===== src/rtl/horblur_ctrl.sv =====
// ============================================================================
// horblur_ctrl: sequencer for the horizontal-blur window datapath, with edge
// replication, result tagging and an output FIFO. Optional: HORBLUR_CTRL_BYPASS_EN
// Revision: 1.0
// ============================================================================
`default_nettype none

module horblur_ctrl #(
    parameter int WIN_LOG2  = 2,
    parameter int LAT       = 2,
    parameter int FIFO_LOG2 = 2
) (
    input  logic        clk,
    input  logic        nrst,
    input  logic        start,
    input  logic [15:0] line_width,
    input  logic [15:0] num_lines,
`ifdef HORBLUR_CTRL_BYPASS_EN
    input  logic        bypass,
`endif
    output logic        busy,
    output logic        frame_done,
    output logic        cfg_err,
    input  logic        in_valid,
    output logic        in_ready,
    input  logic [31:0] in_data,
    output logic        blur_fill,
    output logic        blur_shift,
    output logic [31:0] blur_data,
    input  logic [31:0] blur_result,
    output logic        out_valid,
    input  logic        out_ready,
    output logic [31:0] out_data,
    output logic        out_last
);

    localparam int c_H     = 2 ** (WIN_LOG2 - 1);
    localparam int c_DEPTH = 2 ** FIFO_LOG2;
    localparam int c_OCC_W = $clog2(LAT + c_DEPTH + 1);

    localparam logic [16:0]          c_H17     = 17'(c_H);
    localparam logic [c_OCC_W-1:0]   c_DEPTH_W = c_OCC_W'(c_DEPTH);
    localparam logic [c_OCC_W-1:0]   c_OCC_ONE = 1;
    localparam logic [FIFO_LOG2-1:0] c_PTR_ONE = 1;
    localparam logic [FIFO_LOG2:0]   c_CNT_ONE = 1;

    typedef enum logic [2:0] {
        S_IDLE  = 3'd0,
        S_FILL  = 3'd1,
        S_RUN   = 3'd2,
        S_FLUSH = 3'd3,
        S_DRAIN = 3'd4
    } state_t;

    state_t             r_state;
    logic               r_busy;
    logic               r_done;
    logic               r_err;
    logic [15:0]        r_lw;
    logic [15:0]        r_nl;
    logic [15:0]        r_line_cnt;
    logic [16:0]        r_op_cnt;
    logic [31:0]        r_last_word;
    logic [c_OCC_W-1:0] r_inflight;
    logic [LAT-1:0]     r_tv;
    logic [LAT-1:0]     r_tk;
    logic [LAT-1:0]     r_tl;

    logic [31:0]          r_mem_d [c_DEPTH];
    logic                 r_mem_l [c_DEPTH];
    logic [FIFO_LOG2-1:0] r_wr;
    logic [FIFO_LOG2-1:0] r_rd;
    logic [FIFO_LOG2:0]   r_count;

    logic               w_byp;
    logic [16:0]        w_lw_ext;
    logic [c_OCC_W-1:0] w_occ;
    logic               w_credit;
    logic               w_op_fill;
    logic               w_op_shift;
    logic [31:0]        w_op_data;
    logic               w_op;
    logic               w_keep;
    logic               w_last;
    logic               w_exit;
    logic               w_push;
    logic               w_pop;

`ifdef HORBLUR_CTRL_BYPASS_EN
    logic r_byp;
    assign w_byp = r_byp;
`else
    assign w_byp = 1'b0;
`endif

    assign w_lw_ext = {1'b0, r_lw};
    assign w_occ    = r_inflight + c_OCC_W'(r_count);
    assign w_credit = (w_occ < c_DEPTH_W);

    always_comb begin
        w_op_fill  = 1'b0;
        w_op_shift = 1'b0;
        w_op_data  = 32'd0;
        in_ready   = 1'b0;
        case (r_state)
            S_FILL: begin
                in_ready  = w_credit;
                w_op_fill = in_valid & w_credit;
                w_op_data = in_data;
            end
            S_RUN: begin
                in_ready   = w_credit;
                w_op_shift = in_valid & w_credit;
                w_op_data  = in_data;
            end
            S_FLUSH: begin
                w_op_shift = w_credit;
                w_op_data  = r_last_word;
            end
            default: ;
        endcase
    end

    assign w_op       = w_op_fill | w_op_shift;
    assign blur_fill  = w_op_fill;
    assign blur_shift = w_op_shift;
    assign blur_data  = w_op_data;

    // Bypass ops are all keep; blur lines lead with H discarded ops
    assign w_keep = w_byp ? 1'b1 : (r_op_cnt >= c_H17);
    assign w_last = w_byp ? (r_op_cnt == w_lw_ext - 17'd1)
                          : (r_op_cnt == w_lw_ext + c_H17 - 17'd1);

    assign w_exit = r_tv[LAT-1];
    assign w_push = w_exit & r_tk[LAT-1];
    assign w_pop  = out_valid & out_ready;

    always_ff @(posedge clk or negedge nrst) begin
        if (!nrst) begin
            r_state     <= S_IDLE;
            r_busy      <= 1'b0;
            r_done      <= 1'b0;
            r_err       <= 1'b0;
            r_lw        <= 16'd0;
            r_nl        <= 16'd0;
            r_line_cnt  <= 16'd0;
            r_op_cnt    <= 17'd0;
            r_last_word <= 32'd0;
`ifdef HORBLUR_CTRL_BYPASS_EN
            r_byp       <= 1'b0;
`endif
        end else begin
            r_done <= 1'b0;
            r_err  <= 1'b0;
            if (w_op) begin
                r_op_cnt <= r_op_cnt + 17'd1;
            end
            case (r_state)
                S_IDLE: begin
                    if (start) begin
                        if (line_width == 16'd0 || num_lines == 16'd0) begin
                            r_err <= 1'b1;
                        end else begin
                            r_lw       <= line_width;
                            r_nl       <= num_lines;
                            r_line_cnt <= 16'd0;
                            r_op_cnt   <= 17'd0;
                            r_busy     <= 1'b1;
                            r_state    <= S_FILL;
`ifdef HORBLUR_CTRL_BYPASS_EN
                            r_byp      <= bypass;
`endif
                        end
                    end
                end
                S_FILL: begin
                    if (w_op) begin
                        r_last_word <= in_data;
                        if (!w_byp) begin
                            r_state <= (r_lw == 16'd1) ? S_FLUSH : S_RUN;
                        end
                    end
                end
                S_RUN: begin
                    if (w_op) begin
                        r_last_word <= in_data;
                        if (r_op_cnt == w_lw_ext - 17'd1) begin
                            r_state <= S_FLUSH;
                        end
                    end
                end
                S_DRAIN: begin
                    if (r_inflight == '0 && r_count == '0) begin
                        r_state <= S_IDLE;
                        r_busy  <= 1'b0;
                        r_done  <= 1'b1;
                    end
                end
                default: ;
            endcase
            // The final op of a line closes it regardless of which state issued it
            if (w_op && w_last) begin
                r_op_cnt <= 17'd0;
                if (r_line_cnt == r_nl - 16'd1) begin
                    r_state <= S_DRAIN;
                end else begin
                    r_line_cnt <= r_line_cnt + 16'd1;
                    r_state    <= S_FILL;
                end
            end
        end
    end

    always_ff @(posedge clk or negedge nrst) begin
        if (!nrst) begin
            r_tv       <= '0;
            r_tk       <= '0;
            r_tl       <= '0;
            r_inflight <= '0;
        end else begin
            for (int i = LAT - 1; i > 0; i--) begin
                r_tv[i] <= r_tv[i-1];
                r_tk[i] <= r_tk[i-1];
                r_tl[i] <= r_tl[i-1];
            end
            r_tv[0] <= w_op;
            r_tk[0] <= w_keep;
            r_tl[0] <= w_last;
            case ({w_op, w_exit})
                2'b10:   r_inflight <= r_inflight + c_OCC_ONE;
                2'b01:   r_inflight <= r_inflight - c_OCC_ONE;
                default: ;
            endcase
        end
    end

    always_ff @(posedge clk) begin
        if (w_push) begin
            r_mem_d[r_wr] <= blur_result;
            r_mem_l[r_wr] <= r_tl[LAT-1];
        end
    end

    always_ff @(posedge clk or negedge nrst) begin
        if (!nrst) begin
            r_wr    <= '0;
            r_rd    <= '0;
            r_count <= '0;
        end else begin
            if (w_push) begin
                r_wr <= r_wr + c_PTR_ONE;
            end
            if (w_pop) begin
                r_rd <= r_rd + c_PTR_ONE;
            end
            case ({w_push, w_pop})
                2'b10:   r_count <= r_count + c_CNT_ONE;
                2'b01:   r_count <= r_count - c_CNT_ONE;
                default: ;
            endcase
        end
    end

    assign out_valid  = (r_count != '0);
    assign out_data   = out_valid ? r_mem_d[r_rd] : 32'd0;
    assign out_last   = out_valid & r_mem_l[r_rd];
    assign busy       = r_busy;
    assign frame_done = r_done;
    assign cfg_err    = r_err;

endmodule

`default_nettype wire


===== config.mk =====
export PLATFORM = sky130hd
export DESIGN_NAME = horblur_ctrl
export DESIGN_NICKNAME = d
export VERILOG_FILES = /design/src/rtl/horblur_ctrl.sv
export SDC_FILE = /design/constraint.sdc
export NUM_CORES = 1
export LEC_CHECK = 0
export BUFFER_PORTS_ARGS = -buffer_cell sky130_fd_sc_hd__buf_4
export CAP_MARGIN = 20
export CORE_MARGIN = 1.5
export CORE_UTILIZATION = 58
export CTS_CLUSTER_DIAMETER = 120
export DETAILED_ROUTE_END_ITERATION = 8
export HOLD_SLACK_MARGIN = 0.03
export PLACE_DENSITY = 0.9
export SYNTH_ARGS = -nofsm -noshare
export SYNTH_HDL_FRONTEND = slang
export SYNTH_SLANG_ARGS = --single-unit

===== constraint.sdc =====
create_clock -name clk -period 3.3 [get_ports clk]
set_clock_uncertainty 0.15 [all_clocks]
set_input_delay 0.165 -clock clk [delete_from_list [all_inputs] [get_ports clk]]
set_output_delay 0.165 -clock clk [all_outputs]
set_load 0.03 [all_outputs]

==> results.ini, run 1 <==
[run]
drv_cap = 0

[placed_design]
dp_cells = 1428
dp_slack_ps = 101.4
place_congestion = 0.9628
io_buffers = 172
dpl.hpwl_mm = 20.71

[die]
chipWidth_um = 149.8
start_util_pct = 59.26
die_area_sq_um = 22440
core-area_sq_um = 21090
std_cell_rows = 53
die_y_um = 149.8
num_io_pins = 173

[worst_setup_path]
reg2reg_from = r_lw[2]
critPathLaunch = r_lw[2]
crit_type = register to register
critPathMaxFanout = 12
worstSetupStartpointType = register
cp_data_required_time_ps = 3600
end_kind = register
worst-endpoint-arrival_ps = 3410

[min_path]
hp-class = register to register
worstHoldStart = r_tk[0]

[synthesis]
synth-seq-area-share_pct = 55.55
synthFlopType = edfxtp_1
syn-num-nets = 1130
synth_edf_count = 132
ys_async_sr_fraction_pct = 47.41
yosys_warnings = 0
synth_cell_types = 80
syn_area_sq_um = 12500
synthCells = 1013
synth_seq_cells = 251
yosysTopAreaCell = edfxtp_1
synth_area_per_cell_sq_um = 12.34
yosysTopAreaCellShare_pct = 31.72
synthTopCellsByArea = edfxtp_1 (32%), dfrtp_1 (24%), mux4_2 (5.9%), nand2_1 (3.6%), xnor2_1 (2.9%)

[grt]
antenna_found_initial = 2
grt_pass1_vias = 9344
grt_pass1_wl_mm = 51.05
grt_max_degree = 81
gr-usage-all-layers_pct = 29.66
grt_overflow_total = 0

[layout]
instances_no_fill = 1579
layout.nets = 1400
syn2layout_area_growth_pct = 28.11
fill_cells = 1249
drive_gt1_share_pct = 25.96

[power_and_ir_drop]
peakVddDrop_mv = 0.6769
power_density_nw_per_um2 = 553.6
power.leakage_nw = 6.543
finalPower_mw = 8.863

[timing]
hold_viol = 0
slew_headroom_pct = 41.99
timing.fmax_mhz = 320.7
drv_slew = 0
setup_violations = 0
min_period_ps = 3118
holdWs_ps = 199.0
fin_setup_tns_ps = 0
worst_slew_pin_slew_ps = 870.1
rsz0062_at_grt = no
post-route-period-util_pct = 94.48
layout_setup_ws_ps = 182.2

[route]
wl_per_cell_um = 20.96
drtIter0Drc = 819
via_per_inst = 5.904
drc_errors = 0
drt-total-wl_mm = 33.09
dr.pass1.iters = 5
vias = 9322
ant_nets = 0

[clocking]
cts_sinks = 251
clk_latency_ps = 530
ctsRootBufferMaster = clkbuf_16
cts_made_buffers = 25
htreeDepth = 1
cts_tree = yes
clk_pin_slew_ps = 70
ctsLongestPathBuffers = 3

[run_status]
status = finished, final reports clean

==> placed cells by master (no fill, tap or decap), types with 18 or more instances in the layout <==
| cell | count |
|---|---|
| nor3_1 | 20 |
| inv_1 | 27 |
| nand2_1 | 119 |
| dlygate4sd3_1 | 101 |
| clkbuf_16 | 25 |
| xnor2_1 | 41 |
| and2_1 | 35 |
| nand3_1 | 18 |
| mux4_2 | 33 |
| a22o_1 | 34 |
| dfrtp_1 | 117 |
| nand2b_1 | 23 |
| o21ai_0 | 20 |
| mux2_2 | 31 |
| xor2_1 | 40 |
| edfxtp_1 | 132 |
| nor4_1 | 20 |
| buf_4 | 197 |
| nor2_1 | 40 |
==> final timing paths <==
check / cells after the start / slack (ps) / to
worst min register to register: 0 / 200 / r_tk[1]
worst max-delay path: 9 / 180 / r_op_cnt[16]
worst max register to register: 9 / 180 / r_op_cnt[16]
max in group asynchronous: 4 / 2000 / r_rd[0]
min in group asynchronous: 4 / 530 / r_nl[5]
worst min-delay path: 0 / 200 / r_tk[1]
==> through the flow <==
step | utilization [%] | instance area, sq um
finish | 75.92 | 16010
global route | 75.92 | 16010
CTS | 75.77 | 15980
detailed placement | 66.93 | 14110
global placement | 66.93 | 14110
floorplan | - | 12500
==> logic make-up after synthesis <==
logic type,after synthesis,share of synthesized area (%)
and+or+nand+nor,365,16.20
DFF,251,55.55
xor gates and xnor gates,81,5.677
AOI/OAI and AO/OA,131,7.739
buffers and inverters,89,3.064
muxes,80,10.05
adders and majority gates,16,1.722
==> state kept, by name (all words and copies together), names as in the netlist <==
name and count:
r_last_word 32, r_count 3, r_tk 2, r_wr 2, r_op_cnt 17, r_lw 16
r_tv 2, r_mem_d 128, busy 1, r_inflight 3, r_state 3, r_nl 16
frame_done 1, r_mem_l 4, r_line_cnt 16, r_rd 2, cfg_err 1, r_tl 2
==> timing repair <==
| item | 4_1_cts | 5_1_grt |
|---|---|---|
| hold endpoints to repair | 316 | 0 |
| endpoints found under the setup margin | 0 | 13 |
| gates resized for setup | 0 | 2 |
| setup buffers | 0 | 1 |
| hold buffers | 102 | 0 |
==> report_power, final <==
group | switching [mW] | internal, mW | total (mW)
combinational | 1.30 | 1.14 | 2.44
clock | 1.23 | 1.65 | 2.88
sequential | 0.168 | 3.38 | 3.55
total | 2.69 | 6.17 | 8.86
==> cell type report <==
class / instances / area [sq um] / area share [%]
Sequential cell: 251 / 6944 / 43.37
Multi-Input combinational cell: 673 / 5186 / 32.39
Timing Repair Buffer: 303 / 2590 / 16.18
Clock buffer: 30 / 644.4 / 4.025
Tap cell: 275 / 344.1 / 2.149
Clock inverter: 16 / 187.7 / 1.172
Inverter: 29 / 108.9 / 0.6799
Antenna cell: 2 / 5.005 / 0.03126
==> critical path, stage by stage (launching register included) <==
cell and delay, ps:
dfrtp_1 580, nand3_2 280, nor4_1 490, xnor2_1 170, mux2i_1 90, a22oi_1 410
nand4b_4 250, nand2_1 240, buf_4 260, nor2_1 110
==> metal layers <==
layer	wire (um)	vias up	global-route usage [%]
li1	-	4249	-
met1	13150	4612	38.89
met2	16780	412	51.68
met3	2490	49	5.061
met4	663	0	7.010
met5	0	-	0
==> synth_stat cells, types with 21 or more instances <==
cell,n
nand2_1,119
xnor2_1,41
a22o_1,34
clkbuf_1,36
dfrtp_1,119
mux4_2,33
xor2_1,40
edfxtp_1,132
inv_1,27
mux2_2,31
nor3_1,21
nor2_1,41
and2_1,35
nand2b_1,23
Note: power is estimated with default switching activity, not from simulation.
==> run 2, diff against run 1 <==
--- a/config.mk
+++ b/config.mk
@@ -12,7 +12,7 @@
 export CTS_CLUSTER_DIAMETER = 120
 export DETAILED_ROUTE_END_ITERATION = 8
 export HOLD_SLACK_MARGIN = 0.03
-export PLACE_DENSITY = 0.9
+export PLACE_DENSITY = 0.81
 export SYNTH_ARGS = -nofsm -noshare
 export SYNTH_HDL_FRONTEND = slang
 export SYNTH_SLANG_ARGS = --single-unit
==> constraint.sdc (replaced) <==
create_clock -name clk -period 3.3 [get_ports clk]
set_clock_uncertainty 0.15 [all_clocks]
set_input_delay 0 -clock clk [delete_from_list [all_inputs] [get_ports clk]]
set_output_delay 0 -clock clk [all_outputs]
set_load 0.03 [all_outputs]
==> run 2 against run 1 <==
Worst hold slack worse by 150 ps. Critical path type unchanged. Largest cell class unchanged. Total power is 2.1% higher. Critical endpoint is now r_line_cnt[0]. Global-route usage is 0.92 points higher.
==> results.ini, run 2 (same netlist as run 1, synthesis figures left out) <==
[placed_design]
dp_cells = 1432  ; was 1428
place_congestion = 0.9474  ; was 0.9628
dpl.hpwl_mm = 20.11  ; was 20.71 mm
io_buffers = 172  ; unchanged
dpl-instance-area_sq_um = 14110  ; about the same

[timing]
post-route-period-util_pct = 94.97  ; was 94.48%
worst_slew_pin_slew_ps = 815.8  ; was 870.1 ps
slew_headroom_pct = 44.85  ; was 41.99%
hold_viol = 0  ; unchanged
drv_slew = 0  ; unchanged
setup_violations = 0  ; unchanged
min_period_ps = 3134  ; was 3118 ps
rsz0062_at_grt = no  ; unchanged
timing.fmax_mhz = 319.1  ; was 320.7 MHz
fin_setup_tns_ps = 0  ; unchanged

[route]
vias = 9359  ; was 9322
drt-total-wl_mm = 33.81  ; was 33.09 mm
via_per_inst = 5.905  ; was 5.904
dr.pass1.iters = 5  ; unchanged
drtIter0Drc = 668  ; was 819
ant_nets = 0  ; unchanged
wl_per_cell_um = 21.33  ; was 20.96 um
drc_errors = 0  ; unchanged

[worst_setup_path]
critPathMaxFanout = 5  ; was 12
crit_type = register to register  ; unchanged
worst-endpoint-arrival_ps = 3420  ; was 3410 ps
cp_data_required_time_ps = 3580  ; was 3600 ps
end_kind = register  ; unchanged
cpPeakStageDelay_ps = 420  ; was 580 ps
worst_path_max_delay_cell = dfrtp_1  ; unchanged
cp_cell_sequence = ha_1 > nand2_1 > or3_1 > a211o_1 > nor4_1 > nand4_1 > nor3_2 > a31oi_4 > buf_4 > mux2_2  ; was nand3_2 > nor4_1 > xnor2_1 > mux2i_1 > a22oi_1 > nand4b_4 > nand2_1 > buf_4 > nor2_1
worstSetupStartpointType = register  ; unchanged

[clocking]
clk_pin_slew_ps = 60  ; was 70 ps
cts_sinks = 251  ; unchanged
clk_latency_ps = 540  ; was 530 ps
cts_tree = yes  ; unchanged
htreeDepth = 1  ; unchanged
ctsRootBufferMaster = clkbuf_16  ; unchanged
ctsLongestPathBuffers = 3  ; unchanged
cts_made_buffers = 26  ; was 25

[layout]
syn2layout_area_growth_pct = 28.55  ; was 28.11%
regMostFlops = r_mem_d  ; unchanged
layout.nets = 1406  ; was 1400
drive_gt1_share_pct = 25.97  ; was 25.96%
reg.largest.list = r_mem_d: 128 flops, r_last_word: 32 flops, r_op_cnt: 17 flops  ; unchanged
instances_no_fill = 1585  ; was 1579
largest_reg_flops = 128  ; unchanged
layout_common_cells = buf_4 (206), edfxtp_1 (132), nand2_1 (119)  ; was buf_4 (197), edfxtp_1 (132), nand2_1 (119)
fin_area_sq_um = 16070  ; was 16010 sq um
final_common_cell = buf_4  ; unchanged

[die]
start_util_pct = 59.26  ; unchanged
core-area_sq_um = 21090  ; unchanged
die_area_sq_um = 22440  ; unchanged
chipWidth_um = 149.8  ; unchanged
num_io_pins = 173  ; unchanged
std_cell_rows = 53  ; unchanged
die_y_um = 149.8  ; unchanged

[power_and_ir_drop]
power.leakage_nw = 6.589  ; was 6.543 nW
comb_power_share_pct = 27.4  ; was 27.5%
peakVddDrop_mv = 0.4000  ; was 0.6769 mV
p_switching_mw = 2.686  ; was 2.693 mW
clockPowerShare_pct = 34.2  ; was 32.5%
pwr-share-seq_pct = 38.4  ; was 40.0%
p_int_mw = 6.360  ; was 6.170 mW
switching_share_pct = 29.69  ; was 30.38%
finalPower_mw = 9.046  ; was 8.863 mW
power_density_nw_per_um2 = 563.0  ; was 553.6 nW/um^2

[run]
drv_cap = 0  ; unchanged

[grt]
grt_pass1_wl_mm = 52.61  ; was 51.05 mm
grt_pass1_vias = 9434  ; was 9344
antenna_found_initial = 0  ; was 2
gr-usage-all-layers_pct = 30.59  ; was 29.66%
grt_max_degree = 84  ; was 81
grt_overflow_total = 0  ; unchanged

[min_path]
hp-class = input port to register  ; was register to register

[run_status]
status = finished, final reports clean  ; unchanged

## run 2: cell count changes in the layout (fill, tap and decap cells not counted), moves of 2 or more
cell / change
buf_12: -5
clkinvlp_4: -5
buf_4: +9
clkbuf_1: +3
bufinv_16: +2
clkinv_2: +2
clkinv_1: +2
inv_6: -2
## run 2: critical path, delay by kind of cell (launching register included)
| family | cells | cell delay, ps |
|---|---|---|
| adder cells (fa/ha/maj) | 1 | 260 |
| multiplexers | 1 | 250 |
| AO/OA/AOI/OAI | 2 | 440 |
| AND/OR/NAND/NOR | 5 | 1330 |
| buffers and inverters | 1 | 170 |
| flip-flops | 1 | 420 |
## run 2: worst paths after layout
| check | start | to | slack, ps | depth (start not counted) |
|---|---|---|---|---|
| max in group asynchronous | nrst | frame_done | 1700 | 5 |
| min | line_width[15] | r_lw[15] | 50 | 4 |
| min reg2reg | r_tv[0] | r_tv[1] | 200 | 0 |
| min in group asynchronous | nrst | r_last_word[20] | 320 | 3 |
| max | r_lw[1] | r_line_cnt[0] | 170 | 10 |
| max reg2reg | r_lw[1] | r_line_cnt[0] | 170 | 10 |
## run 2: area by class of cell
cell class | count | area (sq um)
Sequential cell | 251 | 6943
Antenna cell | 1 | 2.502
Inverter | 29 | 108.9
Fill cell | 1297 | 5022
Clock inverter | 13 | 201.4
Timing Repair Buffer | 308 | 2585
Clock buffer | 35 | 694.4
Tap cell | 275 | 344.1
Multi-Input combinational cell | 673 | 5186
## run 2: per-stage QoR
step | setup WS, ps | hold slack (ps) | util (%)
finish | 166.0 | 50.98 | 76.18
global route | 59.72 | 59.87 | 76.17
CTS | 123.4 | 42.28 | 75.89
detailed placement | 147.6 | 53.50 | 66.90
global placement | 184.5 | 51.31 | 66.90
floorplan | 437.0 | -445.6 | -
## run 2: power by group through the flow
stage	clock, mW	sequential, mW	combinational (mW)
floorplan	0	3.49	1.57
global placement	0	3.52	2.28
detailed placement	0	3.53	2.33
CTS	3.12	3.47	2.46
global route	3.27	3.48	2.62
finish	3.10	3.47	2.48
## run 2: routing by layer
| layer | global-route usage, % | vias to the layer above | part of all wire, % |
|---|---|---|---|
| met5 | 0 | - | 0 |
| met4 | 10.93 | 0 | 3.6 |
| met3 | 4.543 | 79 | 6.8 |
| met2 | 51.75 | 389 | 50 |
| met1 | 40.35 | 4636 | 39 |
| li1 | - | 4255 | - |
## run 2: timing repair
item / 4_1_cts / 5_1_grt
hold endpoints to repair: 284 / 16
hold buffers: 100 / 1
buffers inserted: 0 / 2
resized for setup: 0 / 1
endpoints found under the setup margin: 0 / 14
==> run 3, diff against run 2 <==
--- a/config.mk
+++ b/config.mk
@@ -12,7 +12,7 @@
 export CTS_CLUSTER_DIAMETER = 120
 export DETAILED_ROUTE_END_ITERATION = 8
 export HOLD_SLACK_MARGIN = 0.03
-export PLACE_DENSITY = 0.81
+export PLACE_DENSITY = 0.77
 export SYNTH_ARGS = -nofsm -noshare
 export SYNTH_HDL_FRONTEND = slang
 export SYNTH_SLANG_ARGS = --single-unit
==> run 3 against run 2 <==
Total power rose by 0.47%. Final area rose by 0.33%. Global-route usage fell by 2.2 points. Routed wire length fell by 7.1%. Via count fell by 2.1%. Fmax fell by 0.38%. Non-clock buffer count fell by 2. Critical path depth did not move. Count of clock-buffer cells in the layout fell by 6. Sequential share of layout area fell by 0.14 points. Die area did not move. Worst hold slack improved by 15 ps.
==> results.ini, run 3 (same netlist as run 1, synthesis figures left out) <==
[layout]
regMostFlops = r_mem_d  ; unchanged
syn2layout_area_growth_pct = 28.98  ; was 28.55%
reg.largest.list = r_mem_d: 128 flops, r_last_word: 32 flops, r_op_cnt: 17 flops  ; unchanged
layout.nets = 1404  ; was 1406
drive_gt1_share_pct = 26.09  ; was 25.97%
layout_common_cells = buf_4 (200), edfxtp_1 (132), nand2_1 (119)  ; was buf_4 (206), edfxtp_1 (132), nand2_1 (119)
instances_no_fill = 1582  ; was 1585
final_common_cell = buf_4  ; unchanged
fin_area_sq_um = 16120  ; was 16070 sq um
num_antenna_cells = 0  ; was 1
largest_reg_flops = 128  ; unchanged

[die]
chipWidth_um = 149.8  ; unchanged
core-area_sq_um = 21090  ; unchanged
start_util_pct = 59.26  ; unchanged
num_io_pins = 173  ; unchanged
std_cell_rows = 53  ; unchanged
die_y_um = 149.8  ; unchanged
die_area_sq_um = 22440  ; unchanged

[min_path]
min_to = r_nl[10]  ; was r_lw[15]
hp-class = input port to register  ; unchanged
hold_depth = 4  ; unchanged
worstHoldStart = num_lines[10]  ; was line_width[15]

[route]
ant_nets = 0  ; unchanged
drt-total-wl_mm = 31.42  ; was 33.81 mm
wl_met2_mm = 15.69  ; was 16.98 mm
drtIter0Drc = 644  ; was 668
dr.pass1.iters = 5  ; unchanged
via_per_inst = 5.789  ; was 5.905
vias = 9158  ; was 9359
drc_errors = 0  ; unchanged
top_layer = met4  ; unchanged
wl_met3_mm = 1.612  ; was 2.308 mm
wl_met1_mm = 13.03  ; was 13.29 mm
wl_per_cell_um = 19.86  ; was 21.33 um

[grt]
grt_pass1_wl_mm = 49.51  ; was 52.61 mm
grt_max_degree = 65  ; was 84
grt_overflow_total = 0  ; unchanged
antenna_found_initial = 0  ; unchanged
gr-usage-all-layers_pct = 28.37  ; was 30.59%
grt_pass1_vias = 9187  ; was 9434

[power_and_ir_drop]
power.leakage_nw = 6.607  ; was 6.589 nW
power_density_nw_per_um2 = 563.9  ; was 563.0 nW/um^2
finalPower_mw = 9.088  ; was 9.046 mW
peakVddDrop_mv = 0.3664  ; was 0.4000 mV

[timing]
worst_slew_pin_slew_ps = 677.0  ; was 815.8 ps
timing.fmax_mhz = 317.9  ; was 319.1 MHz
slew_headroom_pct = 54.23  ; was 44.85%
fin_setup_tns_ps = 0  ; unchanged
hold_viol = 0  ; unchanged
setup_violations = 0  ; unchanged
layout_setup_ws_ps = 153.9  ; was 166.0 ps
drv_slew = 0  ; unchanged
post-route-period-util_pct = 95.34  ; was 94.97%
min_period_ps = 3146  ; was 3134 ps

[placed_design]
dp_slack_ps = 165.3  ; was 147.6 ps
place_congestion = 0.9346  ; was 0.9474
io_buffers = 172  ; unchanged
dpl.hpwl_mm = 19.76  ; was 20.11 mm
dpl-instance-area_sq_um = 14140  ; was 14110 sq um
dp_cells = 1431  ; was 1432

[clocking]
ctsLongestPathBuffers = 3  ; unchanged
cts_made_buffers = 26  ; unchanged
cts_sinks = 251  ; unchanged
clk_pin_slew_ps = 60  ; about the same
clk_latency_ps = 530  ; was 540 ps
cts_resized = 0  ; unchanged
ctsRootBufferMaster = clkbuf_16  ; unchanged
cts_tree = yes  ; unchanged
htreeDepth = 1  ; unchanged

[worst_setup_path]
crit_type = register to register  ; unchanged
cp_data_required_time_ps = 3550  ; was 3580 ps
ff2ff_path_depth = 10  ; unchanged
worstReg2RegEnd = r_line_cnt[0]  ; unchanged
reg2reg_from = r_lw[1]  ; unchanged
worstSetupStartpointType = register  ; unchanged
end_kind = register  ; unchanged
worst-endpoint-arrival_ps = 3400  ; was 3420 ps
critPathMaxFanout = 13  ; was 5
reg2reg_setup_slack_ps = 150  ; was 170 ps

[run]
drv_cap = 0  ; unchanged

[run_status]
status = finished, final reports clean  ; unchanged

## run 3: worst max-delay path by stage
stage          startpoint             to  slack, ps  cells past startpoint
6_report          r_lw[1]  r_line_cnt[0]        150                     10
3_3_place_gp      r_nl[1]  r_line_cnt[0]        190                     10
5_1_grt           r_lw[1]  r_line_cnt[0]         -4                     10
2_1_floorplan     r_nl[0]  r_line_cnt[6]        440                     12
3_5_place_dp      r_nl[1]  r_line_cnt[0]        170                     10
4_1_cts           r_nl[1]  r_line_cnt[0]        120                     10
## run 3: critical path, stage by stage (launching register included)
cell,delay [ps]
dfrtp_1,430
ha_1,250
nand2_1,110
or3_1,410
a211o_1,320
nor4_1,270
nand4_1,150
nor3_2,350
a31oi_4,140
buf_12,160
mux2_2,270
## run 3: final cells by class
type                       instances  area [sq um]
inverter                          29         108.9
clock buffer                      29         683.2
timing repair buffer             306          2620
multi-input combinational        673          5180
tap                              275         344.1
fill                            1300          4970
clock inverter                    19         239.0
sequential                       251          6943
## run 3: repair_timing
item | in CTS | in global routing
hold buffers | 102 | 0
endpoints found under the hold margin | 320 | 0
buffers inserted | 0 | 1
endpoints found under the setup margin | 0 | 11
## run 3: per-layer routing
metal | GRT usage, % | vias to the layer above
li1 | - | 4256
met1 | 37.73 | 4519
met2 | 48.06 | 316
met3 | 3.780 | 67
met4 | 10.10 | 0
met5 | 0 | -
## run 3: through the flow
| stage | hold slack (ps) | utilization [%] |
|---|---|---|
| 2_1_floorplan | -445.6 | - |
| 3_3_place_gp | -48.37 | 67.04 |
| 3_5_place_dp | -41.91 | 67.04 |
| 4_1_cts | 39.92 | 76.34 |
| 5_1_grt | 67.56 | 76.43 |
| 6_report | 65.99 | 76.43 |
## run 3: power by group
part	internal, mW	total [mW]	switching (mW)
registers	3.38	3.53	0.148
logic	1.15	2.43	1.28
clock network	1.89	3.13	1.24
